$ cat config.mk
export PLATFORM = sky130hd
export DESIGN_NAME = ram_port_arbiter
export DESIGN_NICKNAME = d
export VERILOG_FILES = /design/src/rtl/ram_arb_pkg.sv /design/src/rtl/ram_port_arbiter_rr_arb2.sv /design/src/rtl/ram_port_arbiter.sv
export SDC_FILE = /design/constraint.sdc
export NUM_CORES = 1
export LEC_CHECK = 0
export CAP_MARGIN = 0
export CORE_AREA = 8 8 93 95
export CTS_CLUSTER_SIZE = 20
export DETAILED_ROUTE_END_ITERATION = 7
export DIE_AREA = 0 0 101 103
export DONT_BUFFER_PORTS = 1
export PLACE_DENSITY_LB_ADDON = 0.25
export RECOVER_POWER = 25
export SYNTH_ARGS = -nofsm -noshare
export SYNTH_HDL_FRONTEND = slang
export SYNTH_HIERARCHICAL = 1
export SYNTH_SLANG_ARGS = --single-unit
$ cat constraint.sdc
create_clock -name clk_i -period 1.4 [get_ports clk_i]
set_clock_uncertainty 0.05 [all_clocks]
set_input_delay 0.07 -clock clk_i [delete_from_list [all_inputs] [get_ports clk_i]]
set_output_delay 0.07 -clock clk_i [all_outputs]
set_load 0.1 [all_outputs]
$ cat src/rtl/ram_arb_pkg.sv
// Shared types and constants for the two-port RAM arbiter.
package ram_arb_pkg;

    typedef enum logic {ST_IDLE, ST_ACK} arb_state_t;
    typedef enum logic {PORT_IB, PORT_DB} arb_port_t;

    localparam int unsigned WORD_LSB = 2;
    localparam int unsigned DATA_W   = 32;
    localparam int unsigned BE_W     = 4;

    // Map a one-hot {db, ib} grant vector to the winning port.
    function automatic arb_port_t grant_port(input logic [1:0] gnt);
        return gnt[1] ? PORT_DB : PORT_IB;
    endfunction

endpackage

$ cat src/rtl/ram_port_arbiter_rr_arb2.sv
// Two-requester round-robin arbiter: combinational one-hot grant {db, ib}.
// The last_grant state is held by the parent.
module rr_arb2
    import ram_arb_pkg::*;
(
    input  logic       req_ib_i,
    input  logic       req_db_i,
    input  arb_port_t  last_grant_i,
    output logic [1:0] gnt_c
);

    // On a tie the port that was not served last wins.
    always_comb begin
        gnt_c = 2'b00;
        if (req_ib_i && req_db_i) begin
            gnt_c = (last_grant_i == PORT_DB) ? 2'b01 : 2'b10;
        end else if (req_ib_i) begin
            gnt_c = 2'b01;
        end else if (req_db_i) begin
            gnt_c = 2'b10;
        end
    end

endmodule

$ cat src/rtl/ram_port_arbiter.sv
// Wishbone-classic front end arbitrating an instruction-fetch port and a
// data port onto a single-port RAM with a one-cycle registered read.
// Each access is IDLE (RAM driven) followed by ACK (RAM data returned).
// Optional feature: define RAM_ARB_ERR_EN to range-check addresses against
// BASE_ADDR and terminate out-of-range accesses with err instead of ack.
module ram_port_arbiter
    import ram_arb_pkg::*;
#(
    parameter int unsigned ADDR_WIDTH = 12,
    parameter logic [31:0] BASE_ADDR  = 32'h0000_0000
) (
    input  logic                  clk_i,
    input  logic                  rst_i,
    // instruction port
    input  logic                  ib_cyc_i,
    input  logic                  ib_stb_i,
    input  logic [31:0]           ib_adr_i,
    output logic [31:0]           ib_dat_o,
    output logic                  ib_ack_o,
    output logic                  ib_err_o,
    // data port
    input  logic                  db_cyc_i,
    input  logic                  db_stb_i,
    input  logic                  db_we_i,
    input  logic [3:0]            db_sel_i,
    input  logic [31:0]           db_adr_i,
    input  logic [31:0]           db_dat_i,
    output logic [31:0]           db_dat_o,
    output logic                  db_ack_o,
    output logic                  db_err_o,
    // RAM macro
    output logic                  ram_we_o,
    output logic [ADDR_WIDTH-1:0] ram_adr_o,
    output logic [3:0]            ram_be_o,
    output logic [31:0]           ram_dat_o,
    input  logic [31:0]           ram_dat_i
);

    localparam int unsigned HI_LSB = ADDR_WIDTH + WORD_LSB;

    arb_state_t state_q, state_d;
    arb_port_t  owner_q, owner_d;
    arb_port_t  last_grant_q, last_grant_d;
    logic       err_q, err_d;

    logic       req_ib_c, req_db_c;
    logic [1:0] gnt_c;
    logic       ib_oor_c, db_oor_c;
    logic       ib_term_c, db_term_c;
    logic       unused_c;

    assign req_ib_c = ib_cyc_i & ib_stb_i;
    assign req_db_c = db_cyc_i & db_stb_i;

`ifdef RAM_ARB_ERR_EN
    // Address bits above the RAM window must match the window base.
    assign ib_oor_c = (ib_adr_i[31:HI_LSB] != BASE_ADDR[31:HI_LSB]);
    assign db_oor_c = (db_adr_i[31:HI_LSB] != BASE_ADDR[31:HI_LSB]);
    assign unused_c = ^{ib_adr_i[1:0], db_adr_i[1:0]};
`else
    // No range check: the window aliases across the whole address space.
    assign ib_oor_c = 1'b0;
    assign db_oor_c = 1'b0;
    assign unused_c = ^{BASE_ADDR, ib_adr_i[31:HI_LSB], ib_adr_i[1:0],
                        db_adr_i[31:HI_LSB], db_adr_i[1:0]};
`endif

    rr_arb2 u_rr_arb2 (
        .req_ib_i     (req_ib_c),
        .req_db_i     (req_db_c),
        .last_grant_i (last_grant_q),
        .gnt_c        (gnt_c)
    );

    // Next-state, grant bookkeeping and combinational RAM drive.
    always_comb begin
        state_d      = state_q;
        owner_d      = owner_q;
        last_grant_d = last_grant_q;
        err_d        = err_q;
        ram_we_o     = 1'b0;
        ram_adr_o    = '0;
        ram_be_o     = 4'h0;
        ram_dat_o    = 32'h0;
        case (state_q)
            ST_IDLE: begin
                if (gnt_c != 2'b00) begin
                    state_d      = ST_ACK;
                    owner_d      = grant_port(gnt_c);
                    last_grant_d = grant_port(gnt_c);
                end
                if (gnt_c[0]) begin
                    err_d     = ib_oor_c;
                    ram_adr_o = ib_adr_i[HI_LSB-1:WORD_LSB];
                    ram_be_o  = 4'hF;
                end else if (gnt_c[1]) begin
                    err_d     = db_oor_c;
                    ram_we_o  = db_we_i & ~db_oor_c;
                    ram_adr_o = db_adr_i[HI_LSB-1:WORD_LSB];
                    ram_be_o  = db_sel_i;
                    ram_dat_o = db_dat_i;
                end
            end
            ST_ACK: begin
                state_d = ST_IDLE;
            end
            default: begin
                state_d = ST_IDLE;
            end
        endcase
    end

    // State, owner, round-robin pointer and range-error flag.
    always_ff @(posedge clk_i or posedge rst_i) begin
        if (rst_i) begin
            state_q      <= ST_IDLE;
            owner_q      <= PORT_IB;
            last_grant_q <= PORT_DB;
            err_q        <= 1'b0;
        end else begin
            state_q      <= state_d;
            owner_q      <= owner_d;
            last_grant_q <= last_grant_d;
            err_q        <= err_d;
        end
    end

    // Termination is gated by the owner still holding its strobe.
    assign ib_term_c = (state_q == ST_ACK) && (owner_q == PORT_IB) && req_ib_c;
    assign db_term_c = (state_q == ST_ACK) && (owner_q == PORT_DB) && req_db_c;

    assign ib_ack_o = ib_term_c & ~err_q;
    assign db_ack_o = db_term_c & ~err_q;

`ifdef RAM_ARB_ERR_EN
    assign ib_err_o = ib_term_c & err_q;
    assign db_err_o = db_term_c & err_q;
`else
    assign ib_err_o = 1'b0;
    assign db_err_o = 1'b0;
`endif

    // Read data is only presented alongside ack.
    assign ib_dat_o = ib_ack_o ? ram_dat_i : 32'h0;
    assign db_dat_o = db_ack_o ? ram_dat_i : 32'h0;

endmodule
## Yosys cells after proc, flatten, opt, wreduce, memory -nomap -nowiden

Index checks and enable logic that the tools add are counted.

| word-level totals | value |
|---|---|
| output and inout port bits | 117 |
| word-level logic and storage cells | 41 |
| register bits after elaboration | 4 |

| cells by class | value |
|---|---|
| reductions and logical operators | 7 |
| bitwise logic cells | 7 |
| muxes and demuxes | 23 |

Operator list:

| cell | count |
|---|---|
| $mux W32 | 5 |
| $mux W12 | 3 |
| $mux W4 | 3 |
| $mux W2 | 4 |
| $mux W1 | 7 |
| $logic_and A1 B1 Y1 | 5 |
| $and A1 B1 Y1 | 4 |
| $not A1 Y1 | 3 |
| $pmux W1 S2 | 1 |
| $reduce_and A2 Y1 | 1 |
| $reduce_bool A2 Y1 | 1 |

## Logic depth before layout (Yosys ltp)

| logic depth | value |
|---|---|
| word-level depth | 7 |
| gate-level depth with buffers | 6 |
| mapped depth without buffers | 4 |

## Hierarchy

The synthesis kept the hierarchy.

By module, submodules not included:

| module | cells an instance | area an instance (um^2) | sequential area each (um^2) | times used |
|---|---|---|---|---|
| ram_port_arbiter | 188 | 999.7 | 76.3 | 1 |
| rr_arb2 | 3 | 18.8 | 0.0 | 1 |

## Worst setup path after synthesis

OpenSTA, ideal clock, no wires.

| path | value |
|---|---|
| kind | reg2out |
| start | register last_grant_q |
| end | output port ram_be_o[0] |
| setup slack | -886 ps |
| cell stages (with the launch flop) | 6 |
| data arrival time | 2166 ps |
| path buffers | 1 |
| path through | dfstp_2 -> inv_1 -> a21boi_1 -> buf_2 -> a21oi_1 -> nor2_1 |

RTL lines:

| element | RTL line | text |
|---|---|---|
| from (decl) | ram_port_arbiter.sv:43 | `arb_port_t last_grant_q, last_grant_d;` |
| from (signal assigned) | ram_port_arbiter.sv:123 | `last_grant_q <= last_grant_d;` |
| $mux W2 | ram_port_arbiter_rr_arb2.sv:16 | `gnt_c = (last_grant_i == PORT_DB) ? 2'b01 : 2'b10;` |
| $mux W2 | ram_port_arbiter_rr_arb2.sv:15 | `if (req_ib_i && req_db_i) begin` |
| via gnt_c[0] | ram_port_arbiter.sv:47 | `logic [1:0] gnt_c;` |
| $mux W4 | ram_port_arbiter.sv:92 | `if (gnt_c[0]) begin` |
| $mux W4 | ram_port_arbiter.sv:85 | `case (state_q)` |
| to (decl) | ram_port_arbiter.sv:34 | `output logic [3:0] ram_be_o,` |

The timed path passes the listed nets, and every way through them passes these cells.

## Worst setup path in the final report

| path | value |
|---|---|
| start | register last_grant_q |
| end | output port ram_dat_o[21] |

RTL lines:

| element | RTL line | text |
|---|---|---|
| $mux W2 | ram_port_arbiter_rr_arb2.sv:16 |  |
| $mux W2 | ram_port_arbiter_rr_arb2.sv:15 |  |
| via gnt_c[0] | ram_port_arbiter.sv:47 |  |
| $mux W32 | ram_port_arbiter.sv:92 |  |
| $mux W32 | ram_port_arbiter.sv:85 |  |
| to (decl) | ram_port_arbiter.sv:35 | `output logic [31:0] ram_dat_o,` |

The timed path passes the listed nets, and every way through them passes these cells.

==> out/results.tsv <==
metric	value	unit
Critical Path Source	last_grant_q	
overall fraction of global-route tracks in use	18.9	%
overall routed net length	11000	um
worst-path maximum fanout	33	
1st-pass router iterations	4	
failing checks	negative setup slack	
ratio of cells with drive above 1 in the final layout	95.9	%
crit share post-route	127	%
cell with the largest stage delay on the worst path	sky130_fd_sc_hd__dfstp_2	
Crit path largest cell delay	0.54	ns
Leak	1.74	nW
Util after Layout	70.4	%
number of antenna cells inserted	0	
upper clock frequency limit	560	MHz
signed area change from the synthesized netlist to the final layout	393	%
number of top-level pins	256	
endpoint arrival time on the critical path	1.66	ns
TritonCTS clock tree	done	
detailed-route DRC error count	0	
antenna-violating nets left	0	
part of the Yosys area used for sequential elements	7.49	%
Required @ worst endpoint	1.28	ns
unrepaired setup endpoints after global routing	true	
horizontal extent of the die	101	um
share of async-settable or async-resettable flops after synthesis	100	%
maximum buffer depth of the clock tree	2	
outcome	finished, violations left	
Fin. Hold Viols	0	
gr ovfl total	0	
vias in the first global route	2093	
HP Class	in2async	
number of cells produced by synthesis	191	
total count of max-transition violations in the final report	0	
final estimated routing congestion in global placement	0.713	
Crit Reg-Reg Startpoint	last_grant_q	
worst hold slack	0.119	ns
total core area	7140	um^2
area of the die	10400	um^2
cell seen most often among critical-path stages	sky130_fd_sc_hd__buf_12	
wire length of the first global-routing pass	14600	um
dominant register cell in the synthesized netlist	sky130_fd_sc_hd__dfrtp_1	
pin count of the biggest net entering global routing	34	
H-tree Lvls	1	
vertical extent of the die	103	um
Post-DP HPWL	6950	um
flop and latch count out of synthesis	3	
post-detailed-route via-to-cell ratio	4.58	
post-layout net count	458	
category of the worst setup path launch point	register	
cell row count	31	
Starting Density	14.3	%
P per Cell Area	654	nW/um^2
CP Class	reg2out	
TritonCTS sink count	3	
max-cap violation count	0	
CTS buffer count	3	
kind of cell adding the most delay to the critical path	flip-flops	
latest clock arrival within the worst-skew pair	0.22	ns
DR vias	1910	
number of warnings printed during yosys synthesis	6	
final number of setup-violating endpoints	115	
number of antenna violations at the first check in global routing	0	
category of the worst setup path capture point	primary output	
Synth Cell Area	1020	um^2
input/output buffers	0	
library cell used as clock root buffer	sky130_fd_sc_hd__clkbuf_8	
crit path setup slack, layout	-0.385	ns
worst vdd ir	0.493	mV
count of buffer and inverter cells on the critical path	4	
number of flops mapped to enable cells by yosys	0	
Synth Area per Inst	5.33	um^2
Final min period	1.78	ns
cells traversed along the worst timing path	inv_2, a21boi_4, buf_6, nor3b_4, buf_12, and2_4, buf_12	
CTS clock-pin slew for the worst setup and hold paths	0.03	ns
distinct cell type count of the synthesized netlist	24	
average wire per cell in the routed design	26.3	um
first-iteration detailed-routing DRC count	19	
## cells in the final DEF (no fill, tap or decap)
| master | n |
|---|---|
| sky130_fd_sc_hd__a21boi_2 | 1 |
| sky130_fd_sc_hd__a21boi_4 | 1 |
| sky130_fd_sc_hd__a21o_1 | 2 |
| sky130_fd_sc_hd__a21oi_2 | 1 |
| sky130_fd_sc_hd__a21oi_4 | 3 |
| sky130_fd_sc_hd__a32o_4 | 12 |
| sky130_fd_sc_hd__and2_1 | 2 |
| sky130_fd_sc_hd__and2_4 | 34 |
| sky130_fd_sc_hd__and3_2 | 1 |
| sky130_fd_sc_hd__and4b_2 | 1 |
| sky130_fd_sc_hd__buf_12 | 115 |
| sky130_fd_sc_hd__buf_16 | 7 |
| sky130_fd_sc_hd__buf_4 | 6 |
| sky130_fd_sc_hd__buf_6 | 8 |
| sky130_fd_sc_hd__buf_8 | 4 |
| sky130_fd_sc_hd__clkbuf_1 | 1 |
| sky130_fd_sc_hd__clkbuf_8 | 3 |
| sky130_fd_sc_hd__conb_1 | 2 |
| sky130_fd_sc_hd__dfrtp_1 | 1 |
| sky130_fd_sc_hd__dfrtp_2 | 1 |
| sky130_fd_sc_hd__dfstp_2 | 1 |
| sky130_fd_sc_hd__dlygate4sd3_1 | 1 |
| sky130_fd_sc_hd__inv_1 | 1 |
| sky130_fd_sc_hd__inv_2 | 2 |
| sky130_fd_sc_hd__nand2_2 | 7 |
| sky130_fd_sc_hd__nand2_4 | 2 |
| sky130_fd_sc_hd__nand2_8 | 23 |
| sky130_fd_sc_hd__nand2b_4 | 1 |
| sky130_fd_sc_hd__nand3_4 | 1 |
| sky130_fd_sc_hd__nand3b_1 | 1 |
| sky130_fd_sc_hd__nor2_1 | 2 |
| sky130_fd_sc_hd__nor2_4 | 67 |
| sky130_fd_sc_hd__nor2b_4 | 2 |
| sky130_fd_sc_hd__nor3b_4 | 1 |
## final cells by class
class / instances / area, um^2
inverter: 3 / 11.3
timing repair buffer: 141 / 2700
fill: 447 / 2110
tap: 99 / 124
sequential: 3 / 77.6
clock buffer: 4 / 45.0
multi-input combinational: 167 / 2070
## cells in the mapped netlist (all sizes together), types with 2 or more instances
library cell / number / share of area (%)
nor2: 69 / 25
inv: 3 / 1.1
and2: 36 / 22
a32o: 12 / 12
dfrtp: 2 / 4.9
a21oi: 4 / 2.0
buf: 14 / 7.0
a21o: 2 / 1.5
nor2b: 2 / 1.5
clkbuf: 5 / 1.8
nand2: 32 / 12
a21boi: 2 / 1.5
## cell families (layout without fill, tap and decap cells)
group / Yosys count / count (layout) / synth area share, %
flops: 3 / 3 / 7.49
other cells: 1 / 2 / 0.368
buf+inv: 22 / 148 / 9.95
compound gates: 20 / 20 / 16.7
simple gates: 145 / 145 / 65.5
## per-stage QoR
stage / TNS, ns / std cells / cell area [um^2] / total power, W / setup WS [ns]
final: -33.00 / 417 / 5030 / 0.00329 / -0.385
after global routing: -38.11 / 417 / 5030 / 0.00338 / -0.430
after CTS: -30.25 / 405 / 4810 / 0.00310 / -0.384
after detailed placement: -8.17 / 373 / 3690 / 0.00220 / -0.217
after global placement: -6.90 / 373 / 3690 / 0.00218 / -0.191
after floorplan: -18.14 / 192 / 1860 / 0.00166 / -0.228
## final timing paths
check / slack (ns) / to / depth (start not counted)
worst max-delay path: -0.38 / ram_dat_o[21] / 7
worst min register to register: 0.50 / last_grant_q / 1
max in group asynchronous: 0.97 / last_grant_q / 2
worst min-delay path: 0.12 / state_q / 2
worst max register to register: -0.21 / owner_q / 8
min in group clk_i: 0.31 / ram_dat_o[3] / 1
## routing by layer
| metal | vias up | GRT usage (%) | share of wire, % |
|---|---|---|---|
| li1 | 865 | - | - |
| met1 | 912 | 17.4 | 30 |
| met2 | 114 | 38.5 | 59 |
| met3 | 19 | 5.81 | 8.2 |
| met4 | 0 | 5.38 | 3.1 |
| met5 | - | 0 | 0 |
## flip-flops by register name, summed over array words and instances (netlist names)
name / cells
last_grant_q: 1
state_q: 1
owner_q: 1
## report_power, final
part / leakage [nW] / switching [W] / internal [W] / total, W
Sequential: 0.0334 / 0.0000177 / 0.000111 / 0.000128
Clock: 0.0228 / 0.0000594 / 0.000194 / 0.000254
Combinational: 1.69 / 0.00172 / 0.00118 / 0.00290
## repair_timing
action	in CTS	in global routing
endpoints found under the hold margin	3	0
pin swaps	49	16
buffers inserted	21	12
endpoints found under the setup margin	116	116
gates resized for setup	117	13
hold buffers	1	0
gates cloned	7	0
(Power assumes the default switching activity.)
